--- src/rtl/lsb_ctl.sv ---
// ============================================================================
// Module      : lsb_ctl
// Description : Round-robin arbiter/sequencer that owns the LSB slave strobe
//               port for the CPU, a hardware requester and an optional
//               heartbeat blinker (built when LSB_CTL_HEARTBEAT_EN is defined).
// Revision    : 1.0 - initial release
// ============================================================================
`default_nettype none

module lsb_ctl #(
    parameter int unsigned HB_DIV = 20_000_000,
    parameter int unsigned HB_LED = 0
) (
    input  logic        clk,
    input  logic        rst,
    input  logic        cpu_stb,
    input  logic        cpu_we,
    input  logic [31:0] cpu_data_in,
    output logic [31:0] cpu_data_out,
    output logic        cpu_ack,
    input  logic        hw_req,
    input  logic [31:0] hw_data,
    output logic        hw_ack,
    output logic        lsb_stb,
    output logic        lsb_we,
    output logic [31:0] lsb_data_in,
    input  logic [31:0] lsb_data_out,
    input  logic        lsb_ack
);

    typedef enum logic [0:0] {
        S_IDLE = 1'b0,
        S_XFER = 1'b1
    } state_t;

    localparam logic [1:0] C_REQ_CPU = 2'd0;
    localparam logic [1:0] C_REQ_HW  = 2'd1;
    localparam logic [1:0] C_REQ_HB  = 2'd2;
`ifdef LSB_CTL_HEARTBEAT_EN
    localparam int C_NREQ = 3;
`else
    localparam int C_NREQ = 2;
`endif
    localparam logic [1:0] C_LAST_IDX = 2'(C_NREQ - 1);

    state_t      state_q, state_d;
    logic [1:0]  grant_q, grant_d;
    logic [1:0]  last_q, last_d;
    logic [7:0]  sys_shadow_q, sys_shadow_d;

    logic        w_hb_pend;
    logic [31:0] w_hb_word;
    logic [2:0]  w_req;
    logic [1:0]  w_start;
    logic [2:0]  w_sum;
    logic [1:0]  w_idx;
    logic [1:0]  w_pick;
    logic        w_found;
    logic        w_grant;
    logic        w_xfer;
    logic        w_unused;

    assign w_req   = {w_hb_pend, hw_req, cpu_stb};
    assign w_grant = (state_q == S_IDLE) && w_found;
    // Reset aborts an in-flight transfer within the same cycle, so no ack escapes.
    assign w_xfer  = (state_q == S_XFER) && !rst;

    always_comb begin
        w_pick  = 2'd0;
        w_found = 1'b0;
        w_sum   = 3'd0;
        w_idx   = 2'd0;
        w_start = (last_q >= C_LAST_IDX) ? 2'd0 : last_q + 2'd1;
        for (int k = 0; k < C_NREQ; k++) begin
            w_sum = {1'b0, w_start} + 3'(k);
            if (w_sum > 3'(C_LAST_IDX)) begin
                w_sum = w_sum - 3'(C_NREQ);
            end
            w_idx = w_sum[1:0];
            if (!w_found && w_req[w_idx]) begin
                w_found = 1'b1;
                w_pick  = w_idx;
            end
        end
    end

`ifdef LSB_CTL_HEARTBEAT_EN
    localparam int unsigned C_CNT_W = (HB_DIV > 1) ? $clog2(HB_DIV) : 1;

    logic [C_CNT_W-1:0] hb_cnt_q, hb_cnt_d;
    logic               hb_level_q, hb_level_d;
    logic               hb_pend_q, hb_pend_d;
    logic               w_wrap;
    logic [3:0]         w_led_mask;

    assign w_wrap     = (hb_cnt_q == C_CNT_W'(HB_DIV - 1));
    assign w_led_mask = 4'b0001 << HB_LED[1:0];
    assign w_hb_pend  = hb_pend_q;
    assign w_hb_word  = {(hb_level_q ? 2'b10 : 2'b01), 18'd0, w_led_mask, sys_shadow_q};
    assign w_unused   = &{1'b0, lsb_ack, hw_data[7:0]};

    // A wrap in the grant cycle wins, leaving a fresh request pending.
    always_comb begin
        hb_cnt_d   = w_wrap ? '0 : hb_cnt_q + 1'b1;
        hb_level_d = hb_level_q ^ w_wrap;
        hb_pend_d  = hb_pend_q;
        if (w_grant && (w_pick == C_REQ_HB)) begin
            hb_pend_d = 1'b0;
        end
        if (w_wrap) begin
            hb_pend_d = 1'b1;
        end
    end

    always_ff @(posedge clk) begin
        if (rst) begin
            hb_cnt_q   <= '0;
            hb_level_q <= 1'b0;
            hb_pend_q  <= 1'b0;
        end else begin
            hb_cnt_q   <= hb_cnt_d;
            hb_level_q <= hb_level_d;
            hb_pend_q  <= hb_pend_d;
        end
    end
`else
    assign w_hb_pend = 1'b0;
    assign w_hb_word = 32'd0;
    assign w_unused  = &{1'b0, lsb_ack, hw_data[7:0], HB_DIV[0], HB_LED[0]};
`endif

    always_comb begin
        state_d      = state_q;
        grant_d      = grant_q;
        last_d       = last_q;
        sys_shadow_d = sys_shadow_q;
        case (state_q)
            S_IDLE: begin
                if (w_grant) begin
                    state_d = S_XFER;
                    grant_d = w_pick;
                    last_d  = w_pick;
                end
            end
            S_XFER: begin
                state_d = S_IDLE;
                if ((grant_q == C_REQ_CPU) && cpu_we) begin
                    sys_shadow_d = cpu_data_in[7:0];
                end
            end
            default: state_d = S_IDLE;
        endcase
    end

    always_comb begin
        lsb_stb      = 1'b0;
        lsb_we       = 1'b0;
        lsb_data_in  = 32'd0;
        cpu_ack      = 1'b0;
        cpu_data_out = 32'd0;
        hw_ack       = 1'b0;
        if (w_xfer) begin
            lsb_stb = 1'b1;
            case (grant_q)
                C_REQ_CPU: begin
                    lsb_we      = cpu_we;
                    lsb_data_in = cpu_data_in;
                    cpu_ack     = 1'b1;
                    if (!cpu_we) begin
                        cpu_data_out = lsb_data_out;
                    end
                end
                C_REQ_HW: begin
                    lsb_we      = 1'b1;
                    lsb_data_in = {hw_data[31:8], sys_shadow_q};
                    hw_ack      = 1'b1;
                end
                default: begin
                    lsb_we      = 1'b1;
                    lsb_data_in = w_hb_word;
                end
            endcase
        end
    end

    always_ff @(posedge clk) begin
        if (rst) begin
            state_q      <= S_IDLE;
            grant_q      <= C_REQ_CPU;
            last_q       <= C_REQ_HB;
            sys_shadow_q <= 8'd0;
        end else begin
            state_q      <= state_d;
            grant_q      <= grant_d;
            last_q       <= last_d;
            sys_shadow_q <= sys_shadow_d;
        end
    end

endmodule

`default_nettype wire

--- config.mk ---
export PLATFORM = sky130hd
export DESIGN_NAME = lsb_ctl
export DESIGN_NICKNAME = d
export VERILOG_FILES = /design/src/rtl/lsb_ctl.sv
export SDC_FILE = /design/constraint.sdc
export NUM_CORES = 1
export LEC_CHECK = 0
export ABC_CLOCK_PERIOD_IN_PS = 2000
export CAP_MARGIN = 20
export CELL_PAD_IN_SITES_DETAIL_PLACEMENT = 1
export CELL_PAD_IN_SITES_GLOBAL_PLACEMENT = 2
export CORE_MARGIN = 4
export CORE_UTILIZATION = 10
export DETAILED_ROUTE_END_ITERATION = 7
export PLACE_DENSITY_LB_ADDON = 0.08
export SLEW_MARGIN = 20
export SYNTH_ARGS = -nofsm -noshare
export SYNTH_HDL_FRONTEND = slang
export SYNTH_SLANG_ARGS = --single-unit
--- constraint.sdc ---
create_clock -name clk -period 2 [get_ports clk]
set_input_delay 0.2 -clock clk [delete_from_list [all_inputs] [get_ports clk]]
set_output_delay 0.2 -clock clk [all_outputs]
set_load 0.01 [all_outputs]
## Yosys cells after proc, flatten, opt, wreduce, memory -nomap -nowiden

Index checks and enable logic that the tools add are counted.

- Flip-flop bits (word level): 13
- Bits of input ports: 102
- Logic and storage cells: 49

- Add/sub/neg operators: 4
- Order comparisons: 5
- Equality and inequality tests: 1
- Mux-type cells: 25
- Bitwise operators: 1
- Reductions and logical operators: 9

Operator list:

| cell | number |
|---|---|
| two-way mux 32 bit | 4 |
| case mux 32 bit (2 select lines) | 1 |
| two-way mux 1 bit | 12 |
| two-way mux 2 bit | 5 |
| < comparator 2 x 3 -> 1 bit (second input constant) | 2 |
| binary-select mux 1 bit (select 2 bit) | 2 |
| logical AND 1 bit | 4 |
| AND reduction 2 bit | 2 |
| subtractor 2 bit (second input constant) | 2 |
| adder 2 x 1 -> 3 bit (second input constant) | 1 |
| > comparator 3 x 1 -> 1 bit (second input constant) | 1 |
| adder 2 x 1 -> 2 bit (second input constant) | 1 |
| equality test 2 x 1 -> 1 bit (second input constant) | 1 |
| greater-or-equal comparator 2 x 1 -> 1 bit (second input constant) | 1 |
| > comparator 2 x 1 -> 1 bit (second input constant) | 1 |
| logical NOT 1 bit | 2 |
| logical NOT 2 bit | 1 |
| case mux 1 bit (2 select lines) | 1 |
| NOT 1 bit | 1 |

## Depth between registers and ports, before layout

Gate-level depths: netlist of the first run.

- Depth in word-level cells: 13
- Gate-level depth with buffers: 6
- Gate-level depth less buffers: 6

## Worst setup path before layout of the first run

OpenSTA, ideal clock, no wires.

- Path type: reg-to-reg
- Start point: register, netlist name grant_q[0]
- End point: register grant_q[1]
- Library setup time: 0.070 ns
- Arrival: 1.313 ns
- Data required time: 1.930 ns
- Setup slack: 0.616 ns
- Cell stages (with the launch flop): 6
- Clock period less this slack: 1.384 ns
- Path through: dfxtp_1 -> inv_2 -> ha_1 -> o31ai_1 -> o21ai_0 -> a21oi_1

RTL lines:

| what | RTL line | source |
|---|---|---|
| to (signal assigned) | 194 | `grant_q <= grant_d;` |
| to (decl) | 47 | `logic [1:0] grant_q, grant_d;` |

## Final worst setup path of the first run

- Start point: register grant_q[1]
- End point: output port lsb_data_in[6]

- Cells in the longest elaborated chain, start to end: 3

Ends and longest elaborated chain:

| what | RTL line | source |
|---|---|---|
| equality test 2 x 1 -> 1 bit or logical NOT 2 bit (tied branches) | 164 | `case (grant_q)` |
| case mux 32 bit (2 select lines) * | 164 |  |
| two-way mux 32 bit * | 162 | `if (w_xfer) begin` |
| to (decl) | 26 | `output logic [31:0] lsb_data_in,` |

Mark *: on every way between the ends. The rest lies on a longest branch, timed or not.

==> results.toml, run 1 <==
[synth]
synthesis.nets = 236
syn_area_um2 = 1130
yosys-top-cells-area = "a22o_1 25%, dfxtp_1 21%, and2_1 18%"
ys_seq_area_share_pct = 21.3
synth_ff_type = "dfxtp_1"
synth_edf_count = 0
synth_cell_types = 25
synth-async-reset-ratio_pct = 0
synth_area_per_cell_um2 = 8.54
synth_common_cells = "32 x a22o_1, 32 x and2_1, 12 x dfxtp_1, 10 x nor2_1, 8 x mux2i_1"
syn_inst = 132
ys_ff_latch = 12
yosys.area.top_type = "a22o_1"
yosys_warnings = 0
synthDominantCellAreaShare_pct = 24.9

[worst_setup_path]
cp_max_fo = 16
critical_path.startpoint = "grant_q[1]$_SDFFE_PP0P_"
start_kind = "flip-flop"
cp_data_arrival_time_ns = 1.72
worstSetupPathType = "flip-flop to primary output"
required_ns = 1.80
r2r-start = "grant_q[0]$_SDFFE_PP0P_"
critical_path.endpoint_type = "primary output"
r2r_setup_slack_ns = 0.50

[pwr]
irDropWorstVdd_uv = 280
finalPower_uw = 1110
power_density_nw_per_um2 = 375
leakagePower_uw = 0.00141
switching_power_uw = 289
seq_power_share_pct = 24.2
switching_share_pct = 26.0
p_int_uw = 825
p_clk_share_pct = 32.4
power_frac_comb_pct = 43.4

[routing]
drtPass1Iterations = 3
via_count = 1632
drc = 0
drt_wl_total_mm = 6.79
wl_per_cell_um = 15.5
final_antenna_net_count = 0
drt_iter0_drc = 23
vias_per_cell = 3.73

[global_routing]
overflow = 0
antenna_found_initial = 0
track_usage_pct = 9.10
grt_max_degree = 34
grt_pass1_wl_mm = 9.49
grt_pass1_vias = 1608

[place]
hpwl_mm = 5.44
gp_congestion = 0.727
portBuffers = 160

[sta]
final_max_slew_viol_count = 0
hold_viol_final = 0
rsz0062_at_grt = "true"
relSlewSlack_pct = 74.2
timing.fmax_mhz = 522
min_period_ns = 1.92
skew_ns = 0.00117
finalSetupViolations = 0
tns_ns = 0
worst_pin_slew_ns = 0.383
timing.final.crit_share_pct = 95.8

[min_path]
worstHoldStart = "rst"
hold_class = "primary input to flip-flop"

[clock_network]
clk_latency_ns = 0.24
clock_path_buffers = 2
cts_buffers = 3
root_buffer = "clkbuf_16"
cts_htree_levels = 1
clk_pin_slew_ns = 0.04
clock-sinks = 12
cts_tree = "built"

[run]
cap_violations = 0

[layout]
fin_nets = 404
antenna_cells = 0
drive_gt1_share_pct = 12.8
area_delta_synth_final_pct = 164

[floorplan]
initial_core_util_pct = 10.3
die_y_um = 114
core_um2 = 10900
row_count = 38
die_area_um2 = 13000
die_w_um = 114
io-pin-count = 170

[run_status]
outcome = "complete, no violations"
[layout by cell type (no fill, tap or decap), drive strengths merged, types with 5 or more instances in the layout]
master / synthesis / final
and2: 32 / 32
mux2i: 8 / 8
buf: 9 / 11
dfxtp: 12 / 12
nor2: 10 / 10
nor3: 6 / 6
clkbuf: 1 / 16
clkdlybuf4s50: 0 / 93
a22o: 32 / 32
inv: 5 / 5
dlygate4sd2: 0 / 51
[power groups by stage]
stage          sequential [µW]  combinational [µW]  clock, µW
2_1_floorplan              272                 176          0
3_3_place_gp               272                 519          0
3_5_place_dp               272                 517          0
4_1_cts                    269                 491        374
5_1_grt                    272                 523        388
6_report                   270                 483        360
[worst max-delay path, stage by stage, from the launching register on]
cell and delay, ns:
dfxtp_1 0.33, buf_4 0.17, nor3_4 0.23, buf_4 0.17
clkbuf_16 0.17, a22o_1 0.13, dlygate4sd2_1 0.27
[per-stage QoR]
stage | utilization, % | hold WS, ns | setup slack [ns] | area [µm²] | cells
final | 27.2 | 0.487 | 0.0831 | 2970 | 438
after CTS | 27.2 | 0.495 | 0.0369 | 2970 | 436
after global placement | 26.9 | 0.476 | -0.169 | 2940 | 432
after floorplan | - | 0.279 | 0.616 | 1130 | 132
after global routing | 27.2 | 0.529 | 0.000639 | 2970 | 438
after detailed placement | 26.9 | 0.485 | -0.170 | 2940 | 432
[what timing repair did]
action                                  4_1_cts  5_1_grt
endpoints found under the setup margin       65       17
resized for setup                            70       28
hold buffers                                  0        0
gates cloned                                  1        1
buffers inserted                              0        1
pin swaps                                     0        1
[flip-flops by register name (all words and copies together) (netlist names)]
signal,flops
grant_q,2
last_q,1
sys_shadow_q,8
state_q,1
[layout make-up]
cell class              count  area, µm²
fillers                  1280       7960
repair buffers            173       1660
multi-input cells         105        801
flip-flops and latches     12        241
well taps                 140        175
clock buffers               3       75.1
inverters                   5       18.8
[kinds of logic (layout without fill, tap and decap cells)]
| group | Yosys count | after routing | share of synthesized area (%) |
|---|---|---|---|
| and+or+nand+nor | 56 | 56 | 31.4 |
| AOI/OAI and AO/OA | 39 | 39 | 28.6 |
| buffers and inverters | 15 | 181 | 9.32 |
| DFF | 12 | 12 | 21.3 |
| muxes | 8 | 8 | 7.10 |
| adders and majority gates | 2 | 2 | 2.22 |
[routing by layer]
metal,up-vias,wire length [µm],track usage [%]
met1,737,2770,10.9
met4,0,0,1.19
met3,0,586,2.43
met5,-,0,0
met2,84,3430,16.7
li1,811,-,-
[path summary, 6_finish.rpt]
kind                             endpoint  cells past startpoint
min               grant_q[1]$_SDFFE_PP0P_                      3
max reg2reg       grant_q[1]$_SDFFE_PP0P_                      5
max                        lsb_data_in[6]                      6
min reg2reg  sys_shadow_q[0]$_SDFFE_PP0P_                      2
Note: power is estimated with default switching activity, not from simulation.
==> run 2, diff against run 1 <==
--- a/config.mk
+++ b/config.mk
@@ -17,3 +17,4 @@
 export SYNTH_ARGS = -nofsm -noshare
 export SYNTH_HDL_FRONTEND = slang
 export SYNTH_SLANG_ARGS = --single-unit
+export TNS_END_PERCENT = 50
==> results.toml, run 2 (synthesized netlist as in run 1, its figures left out) <==
[run_status]
outcome = "complete, no violations"

[sta]
rsz0062_at_grt = "true"
worst_pin_slew_ns = 0.383
relSlewSlack_pct = 74.2
min_period_ns = 1.92
finalSetupViolations = 0
timing.fmax_mhz = 522
timing.final.crit_share_pct = 95.8
hold_viol_final = 0
skew_ns = 0.000407
tns_ns = 0
final_max_slew_viol_count = 0
timing.final.ws_setup_ns = 0.0842

[worst_setup_path]
worstSetupPathType = "primary input to primary output"
cp_data_arrival_time_ns = 1.72
slowest_delay_ns = 0.43
path_buf_inv = 4
path_delay_family = "buffers and inverters"
start_kind = "primary input"
cp_max_fo = 7
required_ns = 1.80
critical_path.endpoint_type = "primary output"
path_cells = "clkdlybuf4s50_1, nand2b_4, nor3_4, buf_12, buf_4, a22o_1, clkdlybuf4s15_1"
crit_slowest_cell = "clkdlybuf4s50_1"

[layout]
antenna_cells = 0
register_area_um2 = 241
multi_input_comb_area_um2 = 793
drive_gt1_share_pct = 16.7
final.fill_count = 1295
area_delta_synth_final_pct = 160
finalInstanceArea_um2 = 2930
final_common_cell = "clkdlybuf4s50_1"
fin_nets = 406
largest_reg_flops = 8
final_cell_mix = "94 x clkdlybuf4s50_1, 36 x dlygate4sd2_1, 32 x and2_1, 32 x a22o_1, 24 x clkbuf_2"
max_flop_register = "sys_shadow_q"
reg_top3 = "sys_shadow_q (8), grant_q (2)"

[routing]
top_layer_used = "met3"
dr_wl_met2_mm = 3.44
drtPass1Iterations = 4
via_count = 1644
wl_per_cell_um = 15.4
drt_iter0_drc = 26
wl_met3_um = 588
drt_wl_total_mm = 6.79
vias_per_cell = 3.74
drc = 0
final_antenna_net_count = 0
met1_length_mm = 2.76

[run]
cap_violations = 0

[global_routing]
antenna_found_initial = 0
grt_pass1_vias = 1611
track_usage_pct = 8.91
overflow = 0
grt_pass1_wl_mm = 9.34
grt_max_degree = 34

[clock_network]
cts_buffers = 3
clk_pin_slew_ns = 0.04
cts_htree_levels = 1
root_buffer = "clkbuf_16"
clock-sinks = 12
clock_path_buffers = 2
cts_tree = "built"
clk_latency_ns = 0.24

[pwr]
leakagePower_uw = 0.00139
power_density_nw_per_um2 = 377
irDropWorstVdd_uv = 276

[floorplan]
die_w_um = 114
initial_core_util_pct = 10.3
io-pin-count = 170
die_area_um2 = 13000
row_count = 38
core_um2 = 10900
die_y_um = 114

[place]
dpl_worst_slack_ns = -0.170
hpwl_mm = 5.44
gp_congestion = 0.727
portBuffers = 160
placed_area_um2 = 2940

[min_path]
hold_class = "flip-flop to flip-flop"
==> run 2: changes by cell type in the layout (fill, tap and decap cells not counted), sizes merged <==
cell,previous run,this run
clkdlybuf4s50,93,94
clkbuf,16,28
dlygate4sd2,51,36
clkdlybuf4s15,2,4
bufbuf,1,0
buf,11,14
==> run 2: worst paths after layout <==
kind,start,to,slack [ns],cells after the start
max,rst,lsb_data_in[3],0.08,7
min,sys_shadow_q[0]$_SDFFE_PP0P_,sys_shadow_q[0]$_SDFFE_PP0P_,0.49,2
max reg2reg,grant_q[0]$_SDFFE_PP0P_,grant_q[1]$_SDFFE_PP0P_,0.52,5
min reg2reg,sys_shadow_q[0]$_SDFFE_PP0P_,sys_shadow_q[0]$_SDFFE_PP0P_,0.49,2
==> run 2: area by class of cell <==
| type | instances | share of cell area (%) |
|---|---|---|
| flip-flops and latches | 12 | 8.23 |
| repair buffers | 175 | 55.5 |
| well taps | 140 | 5.97 |
| multi-input cells | 105 | 27.0 |
| clock buffers | 3 | 2.56 |
| inverters | 5 | 0.640 |
==> run 2: power breakdown <==
group,internal [µW],switching (µW),total [µW],leakage (µW)
combinational,300,176,476,0.00125
clock,260,100,360,0.0000370
sequential,256,12.6,269,0.0000983
total,817,288,1110,0.00139
==> run 2: worst min-delay path: stages (launching register included) <==
cell,delay (ns)
dfxtp_1,0.32
mux2i_1,0.06
nor2_1,0.07
==> run 2: through the flow <==
| step | std cells | util (%) | hold slack (ns) | power (µW) |
|---|---|---|---|---|
| 6_report | 440 | 26.8 | 0.489 | 1110 |
| 3_3_place_gp | 432 | 26.9 | 0.476 | 791 |
| 5_1_grt | 440 | 26.8 | 0.529 | 1170 |
| 2_1_floorplan | 132 | - | 0.279 | 447 |
| 3_5_place_dp | 432 | 26.9 | 0.485 | 789 |
| 4_1_cts | 435 | 26.9 | 0.495 | 1130 |
==> run 2: what timing repair did <==
| action | CTS | global route |
|---|---|---|
| setup buffers | 0 | 4 |
| pin swaps | 0 | 1 |
| endpoints found under the setup margin | 65 | 2 |
| hold buffers | 0 | 0 |
| resized for setup | 66 | 57 |
| gates cloned | 0 | 1 |
==> run 2: layer usage <==
layer,global-route usage [%],vias to the layer above
met5,0,-
met4,1.19,0
met3,2.43,0
met2,16.5,84
met1,10.4,749
li1,-,811
